$ cat src/rtl/cp0_regfile_pkg.sv
// Shared CP0 definitions: register addresses, field positions, exception codes
// and the handler entry point used by the next-PC logic.
package cp0_defs;

  localparam logic [4:0] ADDR_SR    = 5'd12;
  localparam logic [4:0] ADDR_CAUSE = 5'd13;
  localparam logic [4:0] ADDR_EPC   = 5'd14;
  localparam logic [4:0] ADDR_PRID  = 5'd15;

  localparam int IM_LO   = 10;
  localparam int EXL_BIT = 1;
  localparam int IE_BIT  = 0;
  localparam int BD_BIT  = 31;
  localparam int IP_LO   = 10;
  localparam int EXC_LO  = 2;

  typedef enum logic [4:0] {
    EXC_INT  = 5'd0,
    EXC_ADEL = 5'd4,
    EXC_ADES = 5'd5,
    EXC_RI   = 5'd10,
    EXC_OV   = 5'd12
  } exc_code_e;

  localparam logic [31:0] HANDLER_ENTRY = 32'h0000_4180;

endpackage

$ cat src/rtl/cp0_regfile_int_arb.sv
// Interrupt/exception arbiter: decides whether to trap this cycle and which
// ExcCode gets recorded. Interrupts take precedence over synchronous faults.
module cp0_int_arb
  import cp0_defs::*;
#(
  parameter int HW_INT_W = 6
) (
  input  logic [HW_INT_W-1:0] hw_int,
  input  logic [HW_INT_W-1:0] im,
  input  logic                ie,
  input  logic                exl,
  input  logic [4:0]          exc_code_in,
  output logic                int_req,
  output logic                exc_req,
  output logic                req,
  output logic [4:0]          exc_code
);

  assign int_req  = (|(hw_int & im)) & ie & ~exl;
  assign exc_req  = (exc_code_in != 5'd0) & ~exl;
  assign req      = int_req | exc_req;
  assign exc_code = int_req ? EXC_INT : exc_code_in;

endmodule

$ cat src/rtl/cp0_regfile.sv
// Coprocessor-0 register file (SR, Cause, EPC, PRId) at the M stage; raises Req
// to redirect fetch to the handler and supplies EPC for eret.
module cp0_regfile
  import cp0_defs::*;
#(
  parameter logic [31:0] PRID_VALUE = 32'h2021_0C07,
  parameter int          HW_INT_W   = 6
) (
  input  logic                clk,
  input  logic                reset,
  input  logic [4:0]          A1,
  input  logic [4:0]          A2,
  input  logic [31:0]         DIn,
  input  logic                WE,
  input  logic [31:0]         VPC,
  input  logic                BDIn,
  input  logic [4:0]          ExcCodeIn,
  input  logic [HW_INT_W-1:0] HWInt,
  input  logic                EXLClr,
  output logic [31:0]         DOut,
  output logic [31:0]         EPCOut,
  output logic                Req
);

  logic [HW_INT_W-1:0] sr_im;
  logic                sr_exl;
  logic                sr_ie;
  logic                cause_bd;
  logic [HW_INT_W-1:0] cause_ip;
  logic [4:0]          cause_exc;
  logic [31:0]         epc;

  logic                int_req;
  logic                exc_req;
  logic [4:0]          exc_sel;
  logic [31:0]         vpc_aligned;
  logic [31:0]         epc_victim;
  logic                wr_sr;
  logic                wr_epc;

  cp0_int_arb #(.HW_INT_W(HW_INT_W)) u_arb (
    .hw_int      (HWInt),
    .im          (sr_im),
    .ie          (sr_ie),
    .exl         (sr_exl),
    .exc_code_in (ExcCodeIn),
    .int_req     (int_req),
    .exc_req     (exc_req),
    .req         (Req),
    .exc_code    (exc_sel)
  );

  // A delay-slot victim restarts at the branch so the branch is re-executed.
  assign vpc_aligned = VPC & 32'hFFFF_FFFC;
  assign epc_victim  = BDIn ? vpc_aligned - 32'd4 : vpc_aligned;
  assign wr_sr       = WE & ~Req & (A2 == ADDR_SR);
  assign wr_epc      = WE & ~Req & (A2 == ADDR_EPC);
  assign EPCOut      = wr_epc ? DIn : epc;

  always_ff @(posedge clk) begin
    if (reset) begin
      sr_im     <= '0;
      sr_exl    <= 1'b0;
      sr_ie     <= 1'b0;
      cause_bd  <= 1'b0;
      cause_ip  <= '0;
      cause_exc <= '0;
      epc       <= '0;
    end else begin
      cause_ip <= HWInt;
      if (Req) begin
        sr_exl    <= 1'b1;
        cause_bd  <= BDIn;
        cause_exc <= exc_sel;
        epc       <= epc_victim;
      end else begin
        if (wr_sr) begin
          sr_im  <= DIn[IM_LO +: HW_INT_W];
          sr_exl <= DIn[EXL_BIT];
          sr_ie  <= DIn[IE_BIT];
        end
        // NOTE: the last non-blocking assignment wins, so eret beats an mtc0 SR.EXL=1.
        if (EXLClr) sr_exl <= 1'b0;
        if (wr_epc) epc <= DIn;
      end
    end
  end

  always_comb begin
    // NOTE: default first so every path assigns DOut and no latch is inferred.
    DOut = '0;
    case (A1)
      ADDR_SR: begin
        DOut[IM_LO +: HW_INT_W] = sr_im;
        DOut[EXL_BIT]           = sr_exl;
        DOut[IE_BIT]            = sr_ie;
      end
      ADDR_CAUSE: begin
        DOut[BD_BIT]            = cause_bd;
        DOut[IP_LO +: HW_INT_W] = cause_ip;
        DOut[EXC_LO +: 5]       = cause_exc;
      end
      ADDR_EPC:  DOut = epc;
      ADDR_PRID: DOut = PRID_VALUE;
      default:   DOut = '0;
    endcase
  end

endmodule
$ cat config.mk
export PLATFORM = sky130hd
export DESIGN_NAME = cp0_regfile
export DESIGN_NICKNAME = d
export VERILOG_FILES = /design/src/rtl/cp0_regfile_pkg.sv /design/src/rtl/cp0_regfile_int_arb.sv /design/src/rtl/cp0_regfile.sv
export SDC_FILE = /design/constraint.sdc
export NUM_CORES = 1
export LEC_CHECK = 0
export BUFFER_PORTS_ARGS = -buffer_cell sky130_fd_sc_hd__buf_2
export CAP_MARGIN = 40
export CORE_ASPECT_RATIO = 1.25
export CORE_UTILIZATION = 30
export DETAILED_ROUTE_END_ITERATION = 12
export HOLD_SLACK_MARGIN = 0.03
export PLACE_DENSITY_LB_ADDON = 0.12
export SETUP_SLACK_MARGIN = 0.5
export SYNTH_ARGS = -nofsm -noshare
export SYNTH_HDL_FRONTEND = slang
export SYNTH_SLANG_ARGS = --single-unit
$ cat constraint.sdc
create_clock -name clk -period 2.03 [get_ports clk]
set_input_delay 0.1015 -clock clk [delete_from_list [all_inputs] [get_ports clk]]
set_output_delay 0.1015 -clock clk [all_outputs]
set_load 0.05 [all_outputs]
==> run_results.csv, run 1 <==
group,metric,value,unit
status,status,"finished with violations",
status,violations,"setup timing",
drt,drtIter0Drc,215,
logic_synthesis,synthDistinctLibCells,61,
critical_path,critical_path_class,"reg -> out",
logic_synthesis,yosys.area_share.adder,0.310,%
logic_synthesis,synth-simple-area-share,26.0,%
critical_path,rrSetupSlack,0.12,ns
die,die_x,106,um
timing,period_needed,2.15,ns
critical_path,required,1.93,ns
clock_tree,htree_levels,2,
power,leakagePower,0.00260,uW
timing,layout_setup_ws,-0.124,ns
critical_path,cp-startpoint,"sr_im[2]",
timing,rsz0062_at_grt,"yes",
timing,worst_pin_slew,0.803,ns
logic_synthesis,yosysTopAreaCell,"dfxtp_1",
clock_tree,clkSinkCount,52,
die,die-height,132,um
clock_tree,cts_made_buffers,5,
layout,area_growth_syn_to_layout,63.5,%
logic_synthesis,ys.flop_type,"dfxtp_1",
logic_synthesis,synth_compound_gate_area_share,26.0,%
critical_path,rr_endpoint,"epc[16]",
critical_path,r2r_start,"sr_im[2]",
critical_path,crit_top_cell,"buf_6",
logic_synthesis,syn_area,0.00404,sq mm
timing,timing.fmax,464,MHz
die,dieArea,0.0139,sq mm
drt,drt-vias-per-instance,5.56,
layout,drive_gt1_share,51.9,%
timing,maxSlewViolCount,0,
drt,firstDrtPassIters,6,
clock_tree,clockBufferDepth,2,
critical_path,worst_path_largest_cell_delay,0.32,ns
clock_tree,worstSkewPairLatency,0.29,ns
clock_tree,cts_tree,"done",
critical_path,crit_path_top_delay_cell,"dfxtp_2",
layout,fin_util,50.1,%
critical_path,rr_worst_depth,9,
critical_path,path_depth,7,
drt,drc,0,
clock_tree,clk_pin_slew,0.07,ns
critical_path,cp_max_fo,5,
timing,hold_violations,0,
die,pin_count,155,
global_route,grt_pass1_vias,4525,
critical_path,worstPathArrival,2.05,ns
critical_path,cp-endpoint,"EPCOut[30]",
global_route,grt_antenna_before_repair,0,
logic_synthesis,synthCells,471,
global_route,grt_max_degree,41,
logic_synthesis,synth-xor-area-share,1.30,%
power,powerDensity,498,mW/mm^2
drt,via_count,4557,
placement,post-dp-hpwl,11600,um
layout,num-fill-cells,1253,
logic_synthesis,synth-seq-cells,52,
drt,antenna_left,0,
logic_synthesis,yosys_warnings,0,
placement,gp_congestion,0.834,
logic_synthesis,netlist.area_leader.share,25.8,%
logic_synthesis,postSynthAreaPerCell,8.57,sq um
logic_synthesis,async_reset_ff_share,0,%
logic_synthesis,synth.area.top_cells,"dfxtp_1 26%, mux2_1 8.9%, mux2i_1 6.4%",
logic_synthesis,synth_edf_count,0,
flow_run,drv_cap,0,
placement,postPlaceCellArea,0.00539,sq mm
timing,whs,0.0447,ns
logic_synthesis,ys_seq_area_share,25.8,%
layout,multi_input_area,0.00345,sq mm
logic_synthesis,syn-num-nets,562,
timing,finClkSkew,0.00786,ns
layout,register_area,0.00105,sq mm
drt,wl_per_cell,19.5,um
layout,nNetsFinal,738,
timing,fin_crit_sh,106,%
die,initial_core_util,30.7,%
layout,antenna_cells,0,
placement,port_buffers,152,
global_route,grt_pass1_wl,24600,um
power,power.total,3290,uW
critical_path,path_cells,"a22oi_2, a311oi_4, nor3_4, buf_6, buf_16, mux2_4, buf_6",
timing,setup_viol_count_final,32,
drt,finalWirelength,16000,um
critical_path,cp_num_buf_inv,3,
global_route,grt_overflow,0,
layout,fin_area,0.00660,sq mm
global_route,grtUsageTotal,22.8,%
critical_path,crit_path_end_kind,"output port",
hold_path,holdCritPathClass,"in -> reg",
power,vdd_drop_max,0.370,mV
clock_tree,cts-root-buf,"clkbuf_16",
logic_synthesis,synth_top_family_by_area,"compound AO/OA/AOI/OAI gates",
critical_path,crit_family,"buffers and inverters",
die,std_cell_rows,47,
timing,relSlewSlack,46.5,%
die,coreArea,0.0132,sq mm
critical_path,worstSetupStartpointType,"flip-flop",
logic_synthesis,synthMuxAreaShare,15.4,%
[how the worst min path moves through the flow]
stage,start,end,depth (start not counted)
5_1_grt,HWInt[1],cause_ip[1],2
3_5_place_dp,HWInt[1],cause_ip[1],2
4_1_cts,HWInt[1],cause_ip[1],2
2_1_floorplan,HWInt[0],cause_ip[0],1
6_report,HWInt[1],cause_ip[1],2
3_3_place_gp,HWInt[5],cause_ip[5],2
[sequential cells by signal (all words and copies together), names as in the netlist]
name	flops
cause_bd	1
cause_exc	5
cause_ip	6
epc	32
sr_exl	1
sr_ie	1
sr_im	6
[synth_stat cells (13+ instances only)]
master / instances
a211oi_1: 19
nor2_1: 35
dfxtp_1: 52
mux2_1: 32
o31ai_1: 27
o31a_1: 13
nand4_1: 19
nand2b_1: 15
or4_1: 17
mux2i_1: 26
and2_1: 16
clkbuf_1: 32
[layout by cell type (no fill, tap or decap), types with 15 or more instances in the layout]
cell type and instances:
buf_2 107, buf_4 32, buf_6 40, dfxtp_1 47, mux2_4 32, mux2i_1 26, nand2b_1 15, nand4_1 19
nor2_1 29, o31ai_1 27, or4_1 16
[routing by layer]
layer  wire length, um  part of all wire, %  GRT usage, %
met1              6680                   42          27.2
met2              8350                   52          41.0
met3               534                  3.3          3.03
met4               406                  2.5          8.33
met5                 0                    0             0
[logic make-up (layout without fill, tap and decap cells)]
logic type	count (synthesis)	after routing
flops	52	52
buf+inv	50	227
fa+ha+maj	1	1
simple gates	169	169
compound gates	135	135
xor+xnor	6	6
mux	58	58
[worst register-to-register path, stage by stage, from the launching register on]
cell	delay (ns)
dfxtp_2	0.32
a22oi_2	0.27
a311oi_4	0.16
buf_4	0.17
buf_6	0.12
buf_12	0.12
buf_12	0.14
buf_8	0.13
a2111oi_4	0.23
a311oi_2	0.09
[report_power, final]
part           switching [uW]  leakage [uW]  internal (uW)
clock network             392     0.0000712            494
registers                64.1      0.000433           1090
logic                     714       0.00210            529
[through the flow]
step / std cells / setup TNS (ns) / setup WS, ns
floorplan: 471 / 0 / 0.170
global placement: 785 / -1.38 / -0.0725
detailed placement: 786 / -1.69 / -0.0767
CTS: 813 / -2.86 / -0.128
global route: 819 / -5.92 / -0.210
finish: 819 / -2.90 / -0.124
[timing repair]
item,CTS,global route
gates resized for setup,134,47
endpoints found under the setup margin,79,97
setup buffers,15,5
cloned,4,1
hold buffers,0,0
pin swaps,17,10
[area by class of cell]
cell class	instances	area share (%)
Sequential cell	52	15.9
Clock buffer	8	2.22
Timing Repair Buffer	209	25.3
Inverter	8	0.569
Timing Repair inverter	2	0.493
Multi-Input combinational cell	369	52.3
Tap cell	171	3.24
No activity file was read; power rests on OpenSTA's default activity.
==> inputs of run 2 (changes only) <==
--- a/config.mk
+++ b/config.mk
@@ -8,10 +8,12 @@
 export BUFFER_PORTS_ARGS = -buffer_cell sky130_fd_sc_hd__buf_2
 export CAP_MARGIN = 40
 export CORE_ASPECT_RATIO = 1.25
+export CORE_MARGIN = 2
 export CORE_UTILIZATION = 30
 export DETAILED_ROUTE_END_ITERATION = 12
 export HOLD_SLACK_MARGIN = 0.03
 export PLACE_DENSITY_LB_ADDON = 0.12
+export RECOVER_POWER = 50
 export SETUP_SLACK_MARGIN = 0.5
 export SYNTH_ARGS = -nofsm -noshare
 export SYNTH_HDL_FRONTEND = slang
==> run 2 against run 1 <==
Net effect:
- the run ends with capacitance limit, slew limit, setup timing left
- worst setup slack hardly changed
- combinational power hardly changed
- core utilization is 1.0 points lower
- critical endpoint is now EPCOut[27]
- die area is 3.4% higher
- fmax hardly changed
==> run_results.csv, run 2 (synthesis results as in run 1) <==
group,metric,value,unit
layout,num-fill-cells,1297,
drt,antenna_left,0,
timing,finalSetupTns,-3.04,ns
timing,setup_viol_count_final,32,
clock_tree,htree_levels,2,
power,seqPwrFrac,34.3,%
layout,antenna_cells,0,
die,coreArea,0.0132,sq mm
timing,finClkSkew,0.00887,ns
power,powerDensity,523,mW/mm^2
global_route,grt_max_degree,31,
flow_run,drv_cap,1,
critical_path,crit_path_end_kind,"output port",
hold_path,holdCritPathClass,"in -> reg",
clock_tree,clkSinkCount,52,
layout,layout_common_cells,"87 x buf_2, 46 x dfxtp_1, 38 x buf_6, 32 x mux2_4, 31 x buf_4",
layout,largest_reg_flops,32,
timing,hold_violations,0,
die,pin_count,155,
power,leakagePower,0.00254,uW
clock_tree,cts-hold-fix-buffers,0,
power,power.total,3380,uW
power,p_sw,1180,uW
layout,fin_area,0.00646,sq mm
drt,wl_per_cell,19.8,um
layout,nNetsFinal,736,
placement,port_buffers,152,
layout,drive_gt1_share,49.5,%
die,dieArea,0.0144,sq mm
critical_path,path_cells,"buf_2, or4_4, o21ba_1, nor3_4, buf_6, clkbuf_16, mux2_4, buf_6",
placement,postPlaceCellArea,0.00539,sq mm
power,p_comb_share,36.6,%
clock_tree,cts-root-buf,"clkbuf_16",
timing,maxSlewViolCount,31,
power,vdd_drop_max,0.398,mV
layout,final_common_cell,"buf_2",
critical_path,worstPathArrival,2.05,ns
timing,rsz0062_at_grt,"yes",
status,status,"finished with violations",
status,violations,"capacitance limit, slew limit, setup timing",
global_route,grt_overflow,0,
timing,period_needed,2.15,ns
clock_tree,cts_made_buffers,5,
placement,gp_congestion,0.872,
drt,firstDrtPassIters,5,
placement,post-dp-hpwl,11900,um
global_route,grt_pass1_wl,25100,um
clock_tree,worstSkewPairLatency,0.30,ns
die,die_x,108,um
critical_path,worst_path_largest_cell_delay,0.54,ns
timing,worst_pin_slew,1.55,ns
critical_path,required,1.93,ns
drt,finalWirelength,16200,um
critical_path,crit_top_cell,"buf_6",
power,pwr-share-clk,29.2,%
layout,area_growth_syn_to_layout,60.1,%
drt,via_count,4548,
die,std_cell_rows,47,
die,initial_core_util,30.7,%
timing,fin_crit_sh,106,%
global_route,grtUsageTotal,22.3,%
global_route,grt_pass1_vias,4649,
layout,register_area,0.00105,sq mm
die,die-height,134,um
timing,layout_setup_ws,-0.124,ns
layout,top_regs,"epc x32, cause_ip x6, sr_im x6",
clock_tree,cts_tree,"done",
critical_path,worstSetupStartpointType,"input port",
drt,drtIter0Drc,236,
clock_tree,clk_pin_slew,0.07,ns
critical_path,critical_path_class,"in -> out",
layout,fin_util,49.1,%
placement,post-place-ws,-0.0880,ns
critical_path,cp_max_fo,5,
drt,drc,0,
power,p_sw_share,34.7,%
critical_path,crit_path_top_delay_cell,"or4_4",
layout,top_register,"epc",
clock_tree,clockBufferDepth,2,
timing,timing.fmax,464,MHz
drt,drt-vias-per-instance,5.57,
power,power.internal,2210,uW
layout,multi_input_area,0.00337,sq mm
global_route,grt_antenna_before_repair,0,
timing,relSlewSlack,-3.42,%
-- run 2: cell types whose count changed in the layout (fill, tap and decap cells not counted), sizes merged --
cell	previous run	this run
buf	198	173
clkinv	2	1
inv	8	9
bufinv	0	1
clkbuf	19	41
-- run 2: stage by stage --
stage,cells,hold WS (ns)
after global placement,786,0.344
after global routing,817,0.0457
final,817,0.0406
after detailed placement,787,0.349
after CTS,814,0.0402
after floorplan,471,0.230
-- run 2: what timing repair did --
action | CTS | global route
pin swaps | 21 | 7
setup endpoints to repair | 87 | 81
gates resized for setup | 118 | 36
setup buffers | 15 | 1
cloned | 4 | 1
-- run 2: power groups by stage --
stage	logic (uW)	registers, uW	clock network, uW
2_1_floorplan	704	1150	0
6_report	1240	1160	987
5_1_grt	1310	1170	1040
3_5_place_dp	988	1180	0
4_1_cts	1200	1160	996
3_3_place_gp	976	1180	0
-- run 2: worst paths after layout --
path                                   start     endpoint  slack, ns  cells past startpoint
worst min-delay path                HWInt[0]  cause_ip[0]       0.04                      2
worst max-delay path            ExcCodeIn[3]   EPCOut[27]      -0.12                      8
worst min register to register      cause_bd     cause_bd       0.49                      2
worst max register to register      sr_im[2]      epc[12]       0.03                      9
-- run 2: final cells by class --
cell class	count	share of cell area, %
well taps	171	3.31
repair inverters	1	0.310
repair buffers	208	25.0
clock inverters	2	0.542
multi-input cells	369	52.1
clock buffers	6	1.99
inverters	8	0.581
flip-flops and latches	52	16.2
-- run 2: per-layer routing --
metal / GRT usage (%) / wire length, um / vias up
met5: 0 / 0 / -
li1: - / - / 2220
met3: 2.94 / 819 / 22
met1: 27.1 / 6430 / 2151
met2: 40.3 / 8590 / 155
met4: 7.05 / 380 / 0
-- run 2: worst max-delay path: cells and delay by family --
| kind | cells | cell delay (ns) |
|---|---|---|
| compound gates | 1 | 0.24 |
| mux | 1 | 0.30 |
| simple gates | 2 | 0.81 |
| buf+inv | 4 | 0.58 |
==> inputs of run 3 (changes only) <==
--- a/config.mk
+++ b/config.mk
@@ -13,7 +13,7 @@
 export DETAILED_ROUTE_END_ITERATION = 12
 export HOLD_SLACK_MARGIN = 0.03
 export PLACE_DENSITY_LB_ADDON = 0.12
-export RECOVER_POWER = 50
+export RECOVER_POWER = 25
 export SETUP_SLACK_MARGIN = 0.5
 export SYNTH_ARGS = -nofsm -noshare
 export SYNTH_HDL_FRONTEND = slang
==> run 3 against run 2 <==
Net effect:
- clock skew is 0.00098 ns lower
- sequential cell count stayed put
- first-iteration DRC count is 11% higher
- the flow still finishes with violations (capacitance limit, slew limit, setup timing)
- routed wire length is 0.23% higher
- core utilization is 0.13 points higher
- via count is 1.0% higher
- power is 0.17% higher
- combinational power hardly changed
- worst hold slack worse by 0.0013 ns
- sequential share of layout area hardly changed
- non-clock buffer count stayed put
- worst setup slack better by 0.0023 ns
- critical endpoint unchanged
==> run_results.csv, run 3 (synthesis results as in run 1) <==
group,metric,value,unit
timing,timing.fmax,465,MHz
status,violations,"capacitance limit, slew limit, setup timing",
critical_path,path_cells,"buf_2, or4_4, o21ba_1, nor3_4, buf_6, clkbuf_16, mux2_4, buf_6",
power,powerDensity,523,mW/mm^2
clock_tree,cts_tree,"done",
clock_tree,clkSinkCount,52,
layout,final_common_cell,"buf_2",
power,power.total,3390,uW
layout,top_regs,"epc x32, cause_ip x6, sr_im x6",
clock_tree,cts-hold-fix-buffers,0,
power,vdd_drop_max,0.397,mV
clock_tree,cts-root-buf,"clkbuf_16",
die,std_cell_rows,47,
clock_tree,worstSkewPairLatency,0.30,ns
critical_path,crit_path_end_kind,"output port",
die,initial_core_util,30.7,%
global_route,grt_pass1_wl,25100,um
die,coreArea,0.0132,sq mm
placement,port_buffers,152,
timing,relSlewSlack,-3.58,%
flow_run,drv_cap,1,
power,leakagePower,0.00257,uW
global_route,grt_antenna_before_repair,0,
die,pin_count,155,
layout,multi_input_area,0.00337,sq mm
global_route,grt_max_degree,31,
timing,setup_viol_count_final,32,
die,die_x,108,um
drt,drtIter0Drc,261,
placement,gp_congestion,0.872,
timing,fin_crit_sh,106,%
timing,worst_pin_slew,1.55,ns
drt,drc,0,
critical_path,required,1.93,ns
timing,maxSlewViolCount,31,
critical_path,worst_path_largest_cell_delay,0.54,ns
clock_tree,htree_levels,2,
drt,via_count,4594,
layout,layout_common_cells,"103 x buf_2, 46 x dfxtp_1, 39 x buf_6, 32 x mux2_4, 32 x buf_4",
clock_tree,clockBufferDepth,2,
global_route,grtUsageTotal,22.3,%
layout,num-fill-cells,1293,
global_route,grt_overflow,0,
drt,firstDrtPassIters,4,
critical_path,cp_max_fo,5,
timing,period_needed,2.15,ns
drt,wl_per_cell,19.9,um
layout,top_register,"epc",
timing,rsz0062_at_grt,"yes",
layout,nNetsFinal,736,
drt,finalWirelength,16300,um
layout,antenna_cells,0,
layout,largest_reg_flops,32,
layout,register_area,0.00105,sq mm
drt,drt-vias-per-instance,5.62,
timing,finalSetupTns,-2.94,ns
timing,layout_setup_ws,-0.122,ns
timing,finClkSkew,0.00789,ns
layout,drive_gt1_share,50.0,%
critical_path,crit_path_top_delay_cell,"or4_4",
layout,fin_cells,817,
clock_tree,cts_made_buffers,5,
timing,whs,0.0393,ns
clock_tree,clk_pin_slew,0.07,ns
die,dieArea,0.0144,sq mm
layout,area_growth_syn_to_layout,60.6,%
timing,hold_violations,0,
hold_path,holdCritPathClass,"in -> reg",
placement,post-dp-hpwl,11900,um
drt,antenna_left,0,
global_route,grt_pass1_vias,4649,
status,status,"finished with violations",
placement,placed_cells,787,
die,die-height,134,um
critical_path,crit_top_cell,"buf_6",
critical_path,critical_path_class,"in -> out",
critical_path,worstSetupStartpointType,"input port",
critical_path,worstPathArrival,2.05,ns
-- run 3: cell count changes in the layout (fill, tap and decap cells not counted), sizes merged --
cell,before,now
clkbuf,41,23
buf,173,191
-- run 3: power by group --
| part | leakage (uW) | total [uW] | internal (uW) | switching [uW] |
|---|---|---|---|---|
| Sequential | 0.000433 | 1160 | 1090 | 64.3 |
| Combinational | 0.00206 | 1240 | 536 | 708 |
| Clock | 0.0000808 | 987 | 582 | 405 |
| Total | 0.00257 | 3390 | 2210 | 1180 |
-- run 3: layer usage --
| metal | routed length [um] | global-route usage (%) | up-vias |
|---|---|---|---|
| met5 | 0 | 0 | - |
| met1 | 6500 | 27.1 | 2188 |
| met2 | 8610 | 40.3 | 163 |
| met3 | 762 | 2.94 | 22 |
| met4 | 381 | 7.05 | 0 |
| li1 | - | - | 2221 |
-- run 3: worst max-delay path: cells and delay by family --
| family | cells | cell delay [ns] |
|---|---|---|
| and+or+nand+nor | 2 | 0.80 |
| buffers and inverters | 4 | 0.58 |
| muxes | 1 | 0.31 |
| AOI/OAI and AO/OA | 1 | 0.24 |
-- run 3: final timing paths --
path                 from           to  slack, ns  depth (start not counted)
min              HWInt[0]  cause_ip[0]       0.04                          2
max reg2reg      sr_im[2]      epc[26]       0.17                          9
max          ExcCodeIn[3]   EPCOut[27]      -0.12                          8
min reg2reg      cause_bd     cause_bd       0.49                          2
-- run 3: timing repair --
item | CTS | global route
cloned | 4 | 1
resized for setup | 118 | 36
setup endpoints to repair | 87 | 81
buffers inserted | 15 | 1
pin swaps | 21 | 7
-- run 3: area by class of cell --
class / count / area share [%]
Inverter: 8 / 0.579
Tap cell: 171 / 3.30
Clock buffer: 6 / 1.99
Sequential cell: 52 / 16.2
Multi-Input combinational cell: 369 / 52.0
Clock inverter: 2 / 0.540
Timing Repair inverter: 1 / 0.309
Timing Repair Buffer: 208 / 25.1
-- run 3: metrics by stage --
step	setup slack (ns)	util [%]	instance area (sq um)
floorplan	0.170	-	4400
detailed placement	-0.0880	40.9	5390
global route	-0.198	49.2	6480
CTS	-0.156	48.1	6330
finish	-0.122	49.2	6480
global placement	-0.0711	40.9	5380
